--- src/rtl/muldiv_sequencer_pkg.sv ---
// rtl/muldiv_sequencer_pkg.sv - shared state codes, opcodes and counter sizing helper
package muldiv_sequencer_pkg;

   typedef enum logic [1:0] {
      ST_IDLE = 2'd0,
      ST_RUN  = 2'd1,
      ST_DONE = 2'd2
   } state_t;

   localparam logic OP_MUL = 1'b0;
   localparam logic OP_DIV = 1'b1;

   // One extra bit over clog2 keeps the counter wide enough for any word_size.
   function automatic int counter_width(input int ws);
      return $clog2(ws) + 1;
   endfunction

endpackage

--- src/rtl/muldiv_sequencer_adder_subtractor.sv ---
// rtl/muldiv_sequencer_adder_subtractor.sv - word_size adder/subtractor with carry out
// Subtract is a + ~b + 1, so carry out = 1 means no borrow.
module muldiv_sequencer_adder_subtractor #(
   parameter int word_size = 8
) (
   input  logic [word_size-1:0] i_a,
   input  logic [word_size-1:0] i_b,
   input  logic                 i_subtract,
   output logic [word_size-1:0] o_sum,
   output logic                 o_carry
);

   logic [word_size-1:0] w_b_eff;
   logic [word_size:0]   w_total;

   assign w_b_eff = i_subtract ? ~i_b : i_b;
   assign w_total = {1'b0, i_a} + {1'b0, w_b_eff} + {{word_size{1'b0}}, i_subtract};
   assign o_sum   = w_total[word_size-1:0];
   assign o_carry = w_total[word_size];

endmodule

--- src/rtl/muldiv_sequencer_step_counter.sv ---
// rtl/muldiv_sequencer_step_counter.sv - loadable up-counter with terminal-count flag
module muldiv_sequencer_step_counter
   import muldiv_sequencer_pkg::*;
#(
   parameter int word_size = 8,
   parameter int CW        = counter_width(word_size)
) (
   input  logic          i_clock,
   input  logic          i_reset,
   input  logic          i_load,
   input  logic [CW-1:0] i_load_value,
   input  logic          i_enable,
   output logic          o_tc
);

   logic [CW-1:0] r_count;

   always_ff @(posedge i_clock) begin
      if (i_reset) begin
         r_count <= '0;
      end else if (i_load) begin
         r_count <= i_load_value;
      end else if (i_enable) begin
         r_count <= r_count + 1'b1;
      end
   end

   assign o_tc = (r_count == CW'(word_size - 1));

endmodule

--- src/rtl/muldiv_sequencer.sv ---
// rtl/muldiv_sequencer.sv - sequential unsigned multiply/divide around one shared adder
// Shift-and-add multiply and restoring divide, one step per clock.
module muldiv_sequencer
   import muldiv_sequencer_pkg::*;
#(
   parameter int word_size = 8
) (
   input  logic                 i_clock,
   input  logic                 i_reset,
   input  logic                 i_start,
   input  logic                 i_op,
   input  logic [word_size-1:0] i_operand_a,
   input  logic [word_size-1:0] i_operand_b,
   output logic                 o_busy,
   output logic                 o_done,
   output logic [word_size-1:0] o_result_lo,
   output logic [word_size-1:0] o_result_hi,
   output logic                 o_div_by_zero
);

   localparam int CW = counter_width(word_size);

   state_t               r_state;
   state_t               w_next_state;
   logic                 w_accept;
   logic                 w_step;
   logic                 w_dbz_step;
   logic                 w_last;

   logic                 r_op;
   logic [word_size-1:0] r_b;
   logic [word_size-1:0] r_hi;
   logic [word_size-1:0] r_lo;
   logic                 r_dbz;

   logic [word_size-1:0] w_shift;
   logic                 w_ov;
   logic                 w_take;
   logic [word_size-1:0] w_add_a;
   logic [word_size-1:0] w_sum;
   logic                 w_carry;

   always_ff @(posedge i_clock) begin
      if (i_reset) begin
         r_state <= ST_IDLE;
      end else begin
         r_state <= w_next_state;
      end
   end

   always_comb begin
      w_next_state = r_state;
      w_accept     = 1'b0;
      w_step       = 1'b0;
      w_dbz_step   = 1'b0;
      case (r_state)
         ST_IDLE, ST_DONE: begin
            if (i_start) begin
               w_accept     = 1'b1;
               w_next_state = ST_RUN;
            end else begin
               w_next_state = ST_IDLE;
            end
         end
         ST_RUN: begin
            if ((r_op == OP_DIV) && (r_b == '0)) begin
               w_dbz_step   = 1'b1;
               w_next_state = ST_DONE;
            end else begin
               w_step = 1'b1;
               if (w_last) begin
                  w_next_state = ST_DONE;
               end
            end
         end
         default: w_next_state = ST_IDLE;
      endcase
   end

   // Divide shifts the next dividend bit into the remainder before the trial subtract.
   assign w_shift = {r_hi[word_size-2:0], r_lo[word_size-1]};
   assign w_ov    = r_hi[word_size-1];
   assign w_take  = w_ov | w_carry;
   assign w_add_a = (r_op == OP_DIV) ? w_shift : r_hi;

   muldiv_sequencer_adder_subtractor #(
      .word_size (word_size)
   ) u_addsub (
      .i_a        (w_add_a),
      .i_b        (r_b),
      .i_subtract (r_op),
      .o_sum      (w_sum),
      .o_carry    (w_carry)
   );

   muldiv_sequencer_step_counter #(
      .word_size (word_size),
      .CW        (CW)
   ) u_counter (
      .i_clock      (i_clock),
      .i_reset      (i_reset),
      .i_load       (w_accept),
      .i_load_value ({CW{1'b0}}),
      .i_enable     (w_step),
      .o_tc         (w_last)
   );

   always_ff @(posedge i_clock) begin
      if (i_reset) begin
         r_op  <= OP_MUL;
         r_b   <= '0;
         r_hi  <= '0;
         r_lo  <= '0;
         r_dbz <= 1'b0;
      end else if (w_accept) begin
         r_op  <= i_op;
         r_b   <= i_operand_b;
         r_hi  <= '0;
         r_lo  <= i_operand_a;
         r_dbz <= 1'b0;
      end else if (w_dbz_step) begin
         // r_lo still holds the untouched dividend here.
         r_lo  <= '1;
         r_hi  <= r_lo;
         r_dbz <= 1'b1;
      end else if (w_step) begin
         if (r_op == OP_MUL) begin
            if (r_lo[0]) begin
               r_hi <= {w_carry, w_sum[word_size-1:1]};
               r_lo <= {w_sum[0], r_lo[word_size-1:1]};
            end else begin
               r_hi <= {1'b0, r_hi[word_size-1:1]};
               r_lo <= {r_hi[0], r_lo[word_size-1:1]};
            end
         end else begin
            r_hi <= w_take ? w_sum : w_shift;
            r_lo <= {r_lo[word_size-2:0], w_take};
         end
      end
   end

   assign o_busy        = (r_state == ST_RUN);
   assign o_done        = (r_state == ST_DONE);
   assign o_result_lo   = r_lo;
   assign o_result_hi   = r_hi;
   assign o_div_by_zero = r_dbz;

endmodule

--- config.mk ---
export PLATFORM = sky130hd
export DESIGN_NAME = muldiv_sequencer
export DESIGN_NICKNAME = d
export VERILOG_FILES = /design/src/rtl/muldiv_sequencer_pkg.sv /design/src/rtl/muldiv_sequencer_adder_subtractor.sv /design/src/rtl/muldiv_sequencer_step_counter.sv /design/src/rtl/muldiv_sequencer.sv
export SDC_FILE = /design/constraint.sdc
export NUM_CORES = 1
export LEC_CHECK = 0
export CORE_ASPECT_RATIO = 1.1
export CORE_MARGIN = 1.5
export CORE_UTILIZATION = 40
export DETAILED_ROUTE_END_ITERATION = 10
export PLACE_DENSITY = 0.65
export SLEW_MARGIN = 10
export SYNTH_ARGS = -nofsm -noshare
export SYNTH_HDL_FRONTEND = slang
export SYNTH_HIERARCHICAL = 1
export SYNTH_SLANG_ARGS = --single-unit
--- constraint.sdc ---
create_clock -name i_clock -period 3.5 [get_ports i_clock]
set_input_delay 1.05 -clock i_clock [delete_from_list [all_inputs] [get_ports i_clock]]
set_output_delay 1.05 -clock i_clock [all_outputs]
set_load 0.01 [all_outputs]
==> impl_metrics.toml <==
[global_routing]
grt-ovfl-total = 0
grt_max_degree = 21
grt_antenna_before_repair = 0
grt_pass1_vias = 1878
track_usage = 0.197
grt_pass1_wl_mm = 9.20

[timing]
setup_viol = 0
min_period_ps = 3160
rsz0062_at_grt = "false"
fin_skew_ps = 3.13
slew_violations = 0
max_freq_mhz = 316
finalCritPeriodShare = 0.903
hold_viol = 0
whs_ps = 487
fin_tns_setup_ps = 0

[floorplanning]
coreArea_mm2 = 0.00547
die_x_um = 75.1
fp.dieH_um = 82.4
start_util = 0.419
row_count = 28
die_area_mm2 = 0.00619
num_io_pins = 39

[synth]
synth_top_area_cell = "dfxtp_1"
synth-edff-count = 0
synth_area_leaders = "dfxtp_1 (28%), mux2_2 (5.9%), nand2_1 (5.7%)"
ys_ff_latch = 32
ys_async_sr_fraction = 0
syn_area_mm2 = 0.00229
post_synth.cell_area_avg_um2 = 8.54
netlist_instances = 268
synth_cell_types = 50
yosysSeqAreaShare = 0.280
ys.flop_type = "dfxtp_1"
ys_warn_count = 6
synth_top_area_share = 0.280

[pwr]
power.leakage_nw = 1.15
power.density_mw_per_mm2 = 373
ir_drop_uv = 311

[layout]
antenna_cells = 0
area.growth.synth_to_final_pct = 24.4
nFillCells = 544
utilization = 0.521
finalInstanceArea_mm2 = 0.00285
drive_above_1_share = 0.146
layout.nets = 338

[routing]
drtPass1Iterations = 4
drt-total-wl_mm = 5.63
avgViaCountPerCell = 5.38
antenna_left = 0
wire_per_inst_um = 14.7
drtIter0Drc = 87
vias = 2065
drc = 0

[critical_path]
endpoint_kind = "flop"
worst_ep_arrival_time_ps = 3390
cp.required_ps = 3730
crit_type = "flop to flop"
path_max_fanout = 18
start_kind = "flop"

[outcome]
status = "complete, no violations"

[clock_tree]
clock_latency_ps = 280
cts_tree = "built"
cts_resized = 0
cts_buffers = 5
cts_num_sinks = 32
clk_path_buf_depth = 2
path_clk_slew_ps = 70
cts_setup_buffers = 0
root_buffer = "clkbuf_8"
postCtsHoldBufs = 0
htreeDepth = 2

[placement]
gp_congestion = 0.897
placed_cell_area_mm2 = 0.00275
port_buffers = 38
dp_hpwl_mm = 4.13

[min_path]
min_path_type = "flop to flop"

[flow_run]
drv_cap = 0
==> worst max-delay path, stage by stage, from the launching register on <==
cell	delay, ps
dfxtp_2	360
buf_4	250
mux2_2	370
ha_1	360
o21a_1	200
o31a_1	130
o31a_1	260
o22a_1	270
nor4bb_1	280
a31oi_1	60
a2111oi_0	400
a311o_1	170
==> Yosys cell counts (8+ instances only) <==
library cell  count
nand2_1          35
dfxtp_1          32
a21oi_1          19
nor2_1           17
mux2i_1          13
mux2_2           12
o21ai_0          10
xor2_1           10
nor2b_1           9
a211oi_1          8
buf_2             8
ha_1              8
inv_1             8
o21a_1            8
==> path summary, 6_finish.rpt <==
path | slack (ps) | cells after the start | endpoint | from
worst max-delay path | 340 | 11 | o_result_hi[7]$_SDFFE_PP0P_ | r_op$_SDFFE_PP0P_
worst min-delay path | 490 | 2 | r_b[6]$_SDFFE_PP0P_ | r_b[6]$_SDFFE_PP0P_
worst max register to register | 340 | 11 | o_result_hi[7]$_SDFFE_PP0P_ | r_op$_SDFFE_PP0P_
worst min register to register | 490 | 2 | r_b[6]$_SDFFE_PP0P_ | r_b[6]$_SDFFE_PP0P_
==> layout by cell type (no fill, tap or decap), drive strengths merged, types with 5 or more instances in the layout <==
cell and n:
inv 8, xnor2 5, ha 8, clkdlybuf4s50 38, nor2 18, mux2 13
a211oi 8, buf 11, xor2 10, o21ai 13, a2111oi 6, o21a 8
clkbuf 7, mux2i 14, a221oi 5, dfxtp 32, nand2 36, nor2b 9
a21oi 19
==> registers in the layout, indices dropped and copies added (netlist names) <==
| register | count |
|---|---|
| o_div_by_zero | 1 |
| o_result_hi | 8 |
| o_result_lo | 8 |
| r_b | 8 |
| r_op | 1 |
| r_state | 2 |
| u_counter/r_count | 4 |
==> per-stage QoR <==
stage	cells	setup slack, ps	total power [mW]
after CTS	384	333	1.07
after global routing	384	139	1.13
after floorplan	271	144	0.645
after detailed placement	377	345	0.758
after global placement	377	411	0.754
final	384	338	1.06
==> routing by layer <==
metal	GRT usage	up-vias	routed length, µm
met1	0.275	942	2730
li1	-	1054	-
met5	0	-	0
met3	0.0388	10	234
met4	0.0768	0	139
met2	0.299	59	2520
==> logic make-up after synthesis <==
| kind of cell | share of synthesized area |
|---|---|
| flip-flops | 0.280 |
| adder cells (fa/ha/maj) | 0.0525 |
| XOR/XNOR | 0.0574 |
| AO/OA/AOI/OAI | 0.244 |
| multiplexers | 0.127 |
| other | 0.00164 |
| AND/OR/NAND/NOR | 0.177 |
| buffers and inverters | 0.0617 |
==> layout make-up <==
class                   count  area [µm²]  share of cell area
multi-input cells         212        1520               0.533
flip-flops and latches     32         642               0.225
inverters                   9        33.8              0.0119
well taps                  75        93.8              0.0330
clock buffers               7        96.3              0.0338
repair buffers             49         463               0.163
==> where the power goes <==
group | switching [mW] | leakage (nW) | internal, mW
Combinational | 0.169 | 0.841 | 0.153
Sequential | 0.0347 | 0.263 | 0.394
Clock | 0.135 | 0.0503 | 0.175
Total | 0.339 | 1.15 | 0.722
No activity file was read; power rests on OpenSTA's default activity.
